<file path="config.mk">
export PLATFORM = sky130hd
export DESIGN_NAME = spu_result_aggregator
export DESIGN_NICKNAME = d
export VERILOG_FILES = /design/src/rtl/spu_result_aggregator.sv
export SDC_FILE = /design/constraint.sdc
export NUM_CORES = 1
export LEC_CHECK = 0
export CAP_MARGIN = 20
export CORE_MARGIN = 4
export CORE_UTILIZATION = 55
export CTS_BUF_LIST = sky130_fd_sc_hd__clkbuf_2
export DETAILED_ROUTE_END_ITERATION = 7
export GPL_ROUTABILITY_DRIVEN = 0
export PLACE_DENSITY = 0.76
export SLEW_MARGIN = 30
export SYNTH_ARGS = -nofsm -noshare
export SYNTH_HDL_FRONTEND = slang
export SYNTH_SLANG_ARGS = --single-unit
</file>
<file path="constraint.sdc">
create_clock -name clk -period 3.3 [get_ports clk]
set_input_delay 0.495 -clock clk [delete_from_list [all_inputs] [get_ports clk]]
set_output_delay 0.495 -clock clk [all_outputs]
set_load 0.01 [all_outputs]
</file>
<file path="src/rtl/spu_result_aggregator.sv">
// ---------------------------------------------------------------------------
// spu_result_aggregator
//   Collects windows of same-op SPU results and reports count, sum, min and
//   max for each window as a byte-serial frame on a valid/ready port.
//
//   Optional feature macro: AGG_CHECKSUM_EN
//     defined   -> 6-byte frame, B5 = XOR of B0..B4, agg_last on B5
//     undefined -> 5-byte frame, agg_last on B4, no checksum logic
//
// Ports
//   clk        in   1  clock, all state on posedge
//   reset      in   1  synchronous active-high reset
//   res_valid  in   1  upstream result valid
//   res_data   in   8  upstream result, unsigned
//   res_op     in   2  OpSel tag of res_data
//   res_ready  out  1  result accepted this cycle (combinational)
//   flush      in   1  close the current partial window
//   agg_valid  out  1  frame byte valid
//   agg_ready  in   1  downstream accepts frame byte
//   agg_byte   out  8  frame byte (registered)
//   agg_last   out  1  final byte of frame (registered)
// ---------------------------------------------------------------------------
module spu_result_aggregator #(
  parameter int unsigned WINDOW = 4,
  parameter int unsigned DATA_W = 8
) (
  input  logic              clk,
  input  logic              reset,
  input  logic              res_valid,
  input  logic [DATA_W-1:0] res_data,
  input  logic [1:0]        res_op,
  output logic              res_ready,
  input  logic              flush,
  output logic              agg_valid,
  input  logic              agg_ready,
  output logic [7:0]        agg_byte,
  output logic              agg_last
);

  localparam logic [0:0] ST_ACCUM = 1'b0;
  localparam logic [0:0] ST_EMIT  = 1'b1;

`ifdef AGG_CHECKSUM_EN
  localparam logic [2:0] LAST_IDX = 3'd5;
`else
  localparam logic [2:0] LAST_IDX = 3'd4;
`endif

  localparam logic [5:0] WIN_CNT = 6'(WINDOW);

  logic [0:0]        r_state;
  logic [5:0]        r_count;
  logic [15:0]       r_sum;
  logic [DATA_W-1:0] r_min;
  logic [DATA_W-1:0] r_max;
  logic [1:0]        r_op;
  logic [2:0]        r_idx;
  logic              r_agg_valid;
  logic [7:0]        r_agg_byte;
  logic              r_agg_last;

  logic              w_op_conflict;
  logic              w_accept;
  logic              w_close;
  logic [5:0]        w_cnt_nxt;
  logic [15:0]       w_sum_nxt;
  logic [DATA_W-1:0] w_min_nxt;
  logic [DATA_W-1:0] w_max_nxt;
  logic [1:0]        w_op_nxt;
  logic [2:0]        w_idx_nxt;
  logic [7:0]        w_byte_nxt;

  // A sample tagged with a different op than the open window is refused;
  // it stays on the bus and opens the next window after the frame drains.
  assign w_op_conflict = (r_count != 6'd0) && (res_op != r_op);
  assign res_ready     = ~reset & (r_state == ST_ACCUM) & ~w_op_conflict;
  assign w_accept      = res_valid & res_ready;

  always_comb begin
    w_cnt_nxt = r_count;
    w_sum_nxt = r_sum;
    w_min_nxt = r_min;
    w_max_nxt = r_max;
    w_op_nxt  = r_op;
    if (w_accept) begin
      w_cnt_nxt = r_count + 6'd1;
      w_sum_nxt = r_sum + 16'(res_data);
      if (res_data < r_min) w_min_nxt = res_data;
      if (res_data > r_max) w_max_nxt = res_data;
      if (r_count == 6'd0)  w_op_nxt  = res_op;
    end
  end

  // Close on a filling accept, a refused op change, or a flush that has at
  // least one sample (including one accepted in this same cycle).
  assign w_close = (r_state == ST_ACCUM) &
                   ((w_accept & (w_cnt_nxt == WIN_CNT)) |
                    (res_valid & w_op_conflict) |
                    (flush & (w_cnt_nxt != 6'd0)));

  assign w_idx_nxt = r_idx + 3'd1;

  // Bytes after B0 are taken from the frozen accumulators while emitting.
  always_comb begin
    case (w_idx_nxt)
      3'd1:    w_byte_nxt = r_sum[15:8];
      3'd2:    w_byte_nxt = r_sum[7:0];
      3'd3:    w_byte_nxt = 8'(r_min);
      3'd4:    w_byte_nxt = 8'(r_max);
`ifdef AGG_CHECKSUM_EN
      3'd5:    w_byte_nxt = {r_op, r_count} ^ r_sum[15:8] ^ r_sum[7:0] ^
                            8'(r_min) ^ 8'(r_max);
`endif
      default: w_byte_nxt = '0;
    endcase
  end

  always_ff @(posedge clk) begin
    if (reset) begin
      r_state     <= ST_ACCUM;
      r_count     <= '0;
      r_sum       <= '0;
      r_min       <= '1;
      r_max       <= '0;
      r_op        <= '0;
      r_idx       <= '0;
      r_agg_valid <= 1'b0;
      r_agg_byte  <= '0;
      r_agg_last  <= 1'b0;
    end else begin
      case (r_state)
        ST_ACCUM: begin
          r_count <= w_cnt_nxt;
          r_sum   <= w_sum_nxt;
          r_min   <= w_min_nxt;
          r_max   <= w_max_nxt;
          r_op    <= w_op_nxt;
          if (w_close) begin
            r_state     <= ST_EMIT;
            r_idx       <= '0;
            r_agg_valid <= 1'b1;
            r_agg_byte  <= {w_op_nxt, w_cnt_nxt};
            r_agg_last  <= 1'b0;
          end
        end
        ST_EMIT: begin
          if (agg_ready) begin
            if (r_idx == LAST_IDX) begin
              r_state     <= ST_ACCUM;
              r_count     <= '0;
              r_sum       <= '0;
              r_min       <= '1;
              r_max       <= '0;
              r_op        <= '0;
              r_idx       <= '0;
              r_agg_valid <= 1'b0;
              r_agg_byte  <= '0;
              r_agg_last  <= 1'b0;
            end else begin
              r_idx      <= w_idx_nxt;
              r_agg_byte <= w_byte_nxt;
              r_agg_last <= (w_idx_nxt == LAST_IDX);
            end
          end
        end
        default: r_state <= ST_ACCUM;
      endcase
    end
  end

  assign agg_valid = r_agg_valid;
  assign agg_byte  = r_agg_byte;
  assign agg_last  = r_agg_last;

endmodule

</file>
**Word-level counts from Yosys, hierarchy flattened**

Index checks and enable logic that the tools add are counted.

- Bits in registers: 54
- Input bits: 15
- Output and inout port bits: 11
- Logic and storage cells: 94

- Add/sub/neg operators: 3
- Order comparisons: 2
- Equal/unequal tests: 13
- Multiplexer cells: 44
- Bitwise operators: 12
- Reduce and logical (&&, ||, !) cells: 10

Operators with widths:

| kind | number |
|---|---|
| 8-bit two-way mux | 11 |
| 16-bit two-way mux | 3 |
| 8-bit case mux with 2 select lines | 3 |
| 16-bit case mux with 2 select lines | 1 |
| 8-bit case mux with 4 select lines | 1 |
| 6-bit two-way mux | 3 |
| 16-bit by 8-bit adder with 16-bit output | 1 |
| 6-bit case mux with 2 select lines | 1 |
| 6-bit nonzero test | 2 |
| 2-bit != test, second input constant | 5 |
| 1-bit two-way mux | 9 |
| 3-bit two-way mux | 3 |
| 8-bit greater-than comparator | 1 |
| 8-bit < comparator | 1 |
| 2-bit two-way mux | 4 |
| 4-bit AND reduction | 2 |
| 1-bit bitwise AND | 7 |
| 6-bit by 1-bit adder with 6-bit output, second input constant | 1 |
| 3-bit by 2-bit == test with 1-bit output, second input constant | 2 |
| 3-bit == test, second input constant | 2 |
| 6-bit by 3-bit == test with 1-bit output, second input constant | 1 |
| 6-bit zero test | 1 |
| 1-bit case mux with 2 select lines | 3 |
| 3-bit case mux with 2 select lines | 1 |
| other kinds (10) | 15 |

**Logic depth before layout (Yosys ltp)**

Gate-level depths: netlist of the first run.

- Depth after elaboration: 13
- Mapped depth: 10
- Depth with buffers taken out: 9

**Worst setup path after synthesis of the first run**

Ideal clock, no wire load.

- Kind: input to register
- From: in res_data[0]
- To: reg r_sum[8]
- Library setup time: 0.128 ns
- Data arrival time: 2.359 ns
- Data required time: 3.172 ns
- Setup slack: 0.813 ns
- Stages on the path: 10
- Path buffers: 1
- Path through: ha_1 > fa_1 > a21o_1 > a21oi_1 > o21bai_1 > a2111oi_0 > or4_1 > buf_2 > xor2_1 > nor2_1

- Longest elaborated chain between the ends: 3

Ends and longest elaborated chain:

| what | line | RTL |
|---|---|---|
| start, declared | 30 | `input logic [DATA_W-1:0] res_data,` |
| 16-bit by 8-bit adder with 16-bit output | 87 | `w_sum_nxt = r_sum + 16'(res_data);` |
| 16-bit two-way mux | 85 | `if (w_accept) begin` |
| 16-bit case mux with 2 select lines | 131 | `case (r_state)` |
| end signal, assigned | 134 | `r_sum <= w_sum_nxt;` |
| end, declared | 53 | `logic [15:0] r_sum;` |

No other way between the ends. The select of a mux whose other input is x is not followed.
A chain may end at the register's enable or synchronous reset.

**Final worst setup path of the first run**

- From: in reset
- To: out res_ready

- Longest elaborated chain between the ends: 3

Ends and longest elaborated chain:

| what | line | RTL |
|---|---|---|
| start, declared | 28 | `input logic reset,` |
| 1-bit NOT | 76 | `assign res_ready = ~reset & (r_state == ST_ACCUM) & ~w_op_conflict;` |
| 1-bit bitwise AND (2 in series) | 76 |  |
| end, declared | 32 | `output logic res_ready,` |

No other way between the ends.

==> results of run 1 <==
critical path, delay by kind of cell:
family / cells / cell delay (ps)
buffers and inverters: 3 / 1220
AND/OR/NAND/NOR: 2 / 550
state kept, by name (all words and copies together), names as in the netlist:
name,count
agg_byte,8
agg_last,1
agg_valid,1
r_count,6
r_idx,3
r_max,8
r_min,8
r_op,2
r_state,1
r_sum,16
metrics by stage:
stage | instances | util | area (um^2)
2_1_floorplan | 432 | - | 3510
3_3_place_gp | 520 | 0.633 | 3840
3_5_place_dp | 520 | 0.633 | 3840
4_1_cts | 528 | 0.648 | 3930
5_1_grt | 528 | 0.648 | 3930
6_report | 528 | 0.648 | 3930
power breakdown:
| part | switching (mW) | internal (mW) | total (mW) | leakage (nW) |
|---|---|---|---|---|
| registers | 0.0391 | 0.702 | 0.741 | 0.440 |
| logic | 0.245 | 0.195 | 0.441 | 1.11 |
| clock network | 0.219 | 0.201 | 0.420 | 0.0506 |
| total | 0.503 | 1.10 | 1.60 | 1.60 |
area by class of cell:
cell class / count / share of cell area
clock buffers: 5 / 0.00637
clock inverters: 3 / 0.0162
inverters: 22 / 0.0210
multi-input cells: 330 / 0.567
flip-flops and latches: 54 / 0.275
well taps: 75 / 0.0239
repair buffers: 39 / 0.0905
cells in the mapped netlist (all sizes together), types with 8 or more instances:
cell | number | share of area
inv | 22 | 0.024
a21oi | 28 | 0.040
buf | 10 | 0.016
xor2 | 9 | 0.022
dfxtp | 54 | 0.31
a21o | 8 | 0.017
a211oi | 9 | 0.021
nand2 | 44 | 0.047
nand3 | 17 | 0.026
o21ai | 27 | 0.040
clkbuf | 16 | 0.017
nor2 | 47 | 0.052
ha | 31 | 0.11
a22oi | 8 | 0.019
mux2i | 17 | 0.049
routing by layer:
layer	GRT usage	routed length, um	share of wire	up-vias
met5	0	0	0	-
met4	0.0753	197	0.022	0
li1	-	-	-	1598
met2	0.392	4050	0.45	113
met1	0.338	4090	0.46	1494
met3	0.0452	602	0.067	19
worst max-delay path by stage:
stage                      startpoint         to  cells after the start
after floorplan           res_data[0]   r_sum[8]                     10
after global placement    res_data[0]   r_sum[8]                     10
after detailed placement  res_data[0]   r_sum[8]                     10
after CTS                       reset  res_ready                      5
after global routing       r_count[0]  res_ready                      5
final                           reset  res_ready                      5
cells by family after synthesis:
kind of cell,count (synthesis)
and+or+nand+nor,146
DFF,54
adders and majority gates,32
muxes,19
AOI/OAI and AO/OA,118
xor gates and xnor gates,15
buffers and inverters,48
==> flow_metrics.tcl, run 1 <==
set metrics [dict create \
    n_fill_cell 528 \
    drtIter0Drc 259 \
    hold_ws_ps 484 \
    cts.sinks 54 \
    skew_ps 28.9 \
    rsz0062_at_grt "false" \
    cp_slowest_cell "clkdlybuf4s50_1" \
    yosys_warnings 0 \
    yosys.area_share.simple 0.199 \
    vias 3224 \
    r2r-end "r_sum[10]" \
    post_synth_xor_area_fraction 0.0375 \
    htree_num_levels 2 \
    rrSetupSlack_ps 740 \
    die_w_um 87.8 \
    die-area_mm2 0.00772 \
    dpl_worst_slack_ps 168 \
    post_cts_resized 0 \
    clk_latency_ps 460 \
    cp_max_fo 11 \
    setup_tns_ps 0 \
    drc_errors 0 \
    cts_tree "built" \
    finalSetupViolations 0 \
    grt_max_degree 25 \
    worstSetupStartpointType "primary input" \
    initial_core_util 0.578 \
    coreArea_mm2 0.00606 \
    syn-num-nets 479 \
    status "complete, no violations" \
    vias_per_cell 6.11 \
    post-route-period-util 0.839 \
    io_pins 26 \
    postRouteWirelength_mm 8.94 \
    syn_to_final_growth_pct 12.0 \
    root_buffer "clkbuf_2" \
    seq_area_mm2 0.00108 \
    final_layout_size_suffix_gt1_frac 0.0706 \
    cpMostUsedCell "clkdlybuf4s50_1" \
    synth_area_mm2 0.00351 \
    slew_headroom 0.356 \
    fin_crit_ps 2770 \
    ctsHoldBuffers 0 \
    finalPower_mw 1.60 \
    detail-route-antenna-nets 0 \
    hold_viol_final 0 \
    holdCritStartpoint "r_max[5]" \
    p_leak_nw 1.60 \
    crit_arrival_ps 2270 \
    grt_overflow 0 \
    rows 28 \
    slew_viol_final 0 \
    cts_max_path_buffers 2 \
    fin_ws_ps 531 \
    synth_fa_ha_area_frac 0.116 \
    multi_input_area_mm2 0.00223 \
    antenna_found_initial 0 \
    hpwl_mm 6.83 \
    grt_usage 0.246 \
    ys_seq_area_frac 0.308 \
    syn_inst 432 \
    r2r_start "r_sum[0]" \
    io_buffers 25 \
    grt_pass1_vias 3052 \
    ys_seq_elements 54 \
    maxCapViolations 0 \
    worstSetupEndpointType "output pin" \
    cts_setup_buffers 0 \
    antennaDiodeCount 0 \
    power_density_mw_per_mm2 408 \
    critical_path_class "primary input to output pin" \
    peakVddDrop_mv 0.264 \
    rr_worst_depth 9 \
    die_h_um 87.8 \
    hold_end "r_max[5]" \
    yosysUniqueCellTypes 55 \
    layout_commonest_cell "dfxtp_1" \
    hold_path_depth 2 \
    layout_common_cells "dfxtp_1 (54), nor2_1 (46), nand2_1 (44)" \
    final_nets 499 \
    muxShareOfSynthArea 0.0550 \
    wire_per_inst_um 16.9 \
    fmax_mhz 361 \
    synth-compound-area-share 0.227 \
    cts_made_buffers 5 \
    synth_top_family_by_area "compound AO/OA/AOI/OAI gates" \
    critPathRequiredTime_ps 2800 \
    async_flop_share 0 \
    worst_slew_pin_slew_ps 961 \
    drtPass1Iterations 6 \
    synth_ff_type "dfxtp_1" \
    clk_pin_slew_ps 280 \
    hold_path.class "register to register" \
    grt_pass1_wl_mm 14.9 \
    cp_slowest_stage_delay_ps 540 \
    synth_area_per_cell_um2 8.12 \
    synth_edf_count 0 \
    path_cells "clkdlybuf4s50_1 > buf_4 > or2_2 > nor2_1 > clkdlybuf4s50_1" \
]
Note: power is estimated with default switching activity, not from simulation.
==> run 2, diff against run 1 <==
- clock period: 3.3 -> 2.6 ns (I/O delays scaled with it)
==> flow_metrics.tcl, run 2 (synthesis gave the netlist of run 1 again) <==
set metrics [dict create \
    hold_path_depth 2 \
    fmax_mhz 399 \
    initial_core_util 0.578 \
    final_layout_size_suffix_gt1_frac 0.141 \
    root_buffer "clkbuf_2" \
    htree_num_levels 2 \
    p_leak_nw 1.73 \
    postRouteWirelength_mm 9.59 \
    io_buffers 25 \
    skew_ps 20.0 \
    slew_headroom 0.707 \
    clk_latency_ps 450 \
    regMostFlops "r_sum" \
    hold_viol_final 0 \
    antenna_found_initial 0 \
    layout_commonest_cell "dfxtp_1" \
    syn_to_final_growth_pct 17.5 \
    grt_pass1_wl_mm 15.6 \
    grt_usage 0.257 \
    fin_ws_ps 91.6 \
    critPathRequiredTime_ps 2210 \
    cp_slowest_stage_delay_ps 540 \
    worstSetupStartpointType "primary input" \
    largest_register_ff_count 16 \
    rows 28 \
    worst_slew_pin_slew_ps 439 \
    path_depth 5 \
    clk_pin_slew_ps 270 \
    vias 3428 \
    cpMostUsedCell "clkdlybuf4s50_1" \
    grt_max_degree 35 \
    cts_made_buffers 5 \
    drc_errors 0 \
    cp_max_fo 34 \
    wire_per_inst_um 17.2 \
    drtPass1Iterations 7 \
    antennaDiodeCount 0 \
    cp_slowest_cell "clkdlybuf4s50_1" \
    die-area_mm2 0.00772 \
    fin_crit_ps 2510 \
    grt_overflow 0 \
    peakVddDrop_mv 0.311 \
    layout_common_cells "dfxtp_1 (49), nor2_1 (46), nand2_1 (44), buf_4 (44), ha_1 (31)" \
    n_fill_cell 537 \
    status "complete, no violations" \
    finalSetupViolations 0 \
    power_density_mw_per_mm2 459 \
    r2r_start "r_sum[0]" \
    grt_pass1_vias 3198 \
    holdCritStartpoint "r_max[5]" \
    crit_arrival_ps 2120 \
    io_pins 26 \
    cts.sinks 54 \
    cts_max_path_buffers 2 \
    worstSetupEndpointType "output pin" \
    die_w_um 87.8 \
    die_h_um 87.8 \
    slew_viol_final 0 \
    hpwl_mm 7.20 \
    maxCapViolations 0 \
    worstSetupStartpoint "reset" \
    vias_per_cell 6.15 \
    critical_path_class "primary input to output pin" \
    hold_path.class "register to register" \
    rsz0062_at_grt "false" \
    drtIter0Drc 272 \
    dpl_worst_slack_ps -379 \
    cts_tree "built" \
    hold_ws_ps 482 \
    critPathBufInv 3 \
    crit_family "buffers and inverters" \
    final_nets 530 \
    coreArea_mm2 0.00606 \
    detail-route-antenna-nets 0 \
    path_cells "clkdlybuf4s50_1 > buf_4 > or2_2 > nor2_1 > clkdlybuf4s50_1" \
    post-route-period-util 0.965 \
    rr_worst_depth 9 \
]
run 2: worst paths after layout:
kind                to  slack, ps
max          res_ready         90
min           r_max[5]        480
min reg2reg   r_max[5]        480
max reg2reg   r_sum[8]        150
run 2: metal layers:
metal | vias to the layer above | GRT usage | share of wire
li1 | 1654 | - | -
met1 | 1606 | 0.360 | 0.45
met2 | 147 | 0.422 | 0.46
met3 | 21 | 0.0263 | 0.073
met4 | 0 | 0.0642 | 0.018
met5 | - | 0 | 0
run 2: layout make-up:
| class | count | area (um^2) | share of cell area |
|---|---|---|---|
| Multi-Input combinational cell | 330 | 2230 | 0.542 |
| Tap cell | 75 | 93.8 | 0.0228 |
| Clock inverter | 1 | 3.75 | 0.000911 |
| Sequential cell | 54 | 1090 | 0.265 |
| Inverter | 22 | 82.6 | 0.0200 |
| Timing Repair Buffer | 70 | 592 | 0.144 |
| Clock buffer | 5 | 25.0 | 0.00608 |
run 2: report_power, final:
part           internal (mW)  switching [mW]  total, mW
sequential             0.890          0.0444      0.935
combinational          0.304           0.339      0.644
clock                 0.0533           0.261      0.314
total                   1.25           0.645       1.89
run 2: stage by stage:
step | total power [mW] | utilization | std cells | setup TNS, ps | instance area, um^2
detailed placement | 1.57 | 0.669 | 549 | -4990 | 4060
global placement | 1.55 | 0.669 | 549 | -3650 | 4060
CTS | 1.88 | 0.674 | 555 | 0 | 4090
global route | 2.00 | 0.680 | 557 | 0 | 4120
floorplan | 1.31 | - | 432 | 0 | 3510
finish | 1.89 | 0.680 | 557 | 0 | 4120
run 2: tightest hold or removal path, stage by stage (launching register included):
cell and delay, ps:
dfxtp_1 370, nand2_1 50, mux2i_1 50
run 2: timing repair:
item / in CTS / in global routing
gates resized for setup: 0 / 10
endpoints found under the setup margin: 0 / 15
hold endpoints to repair: 0 / 0
hold buffers: 0 / 0
setup buffers: 0 / 2
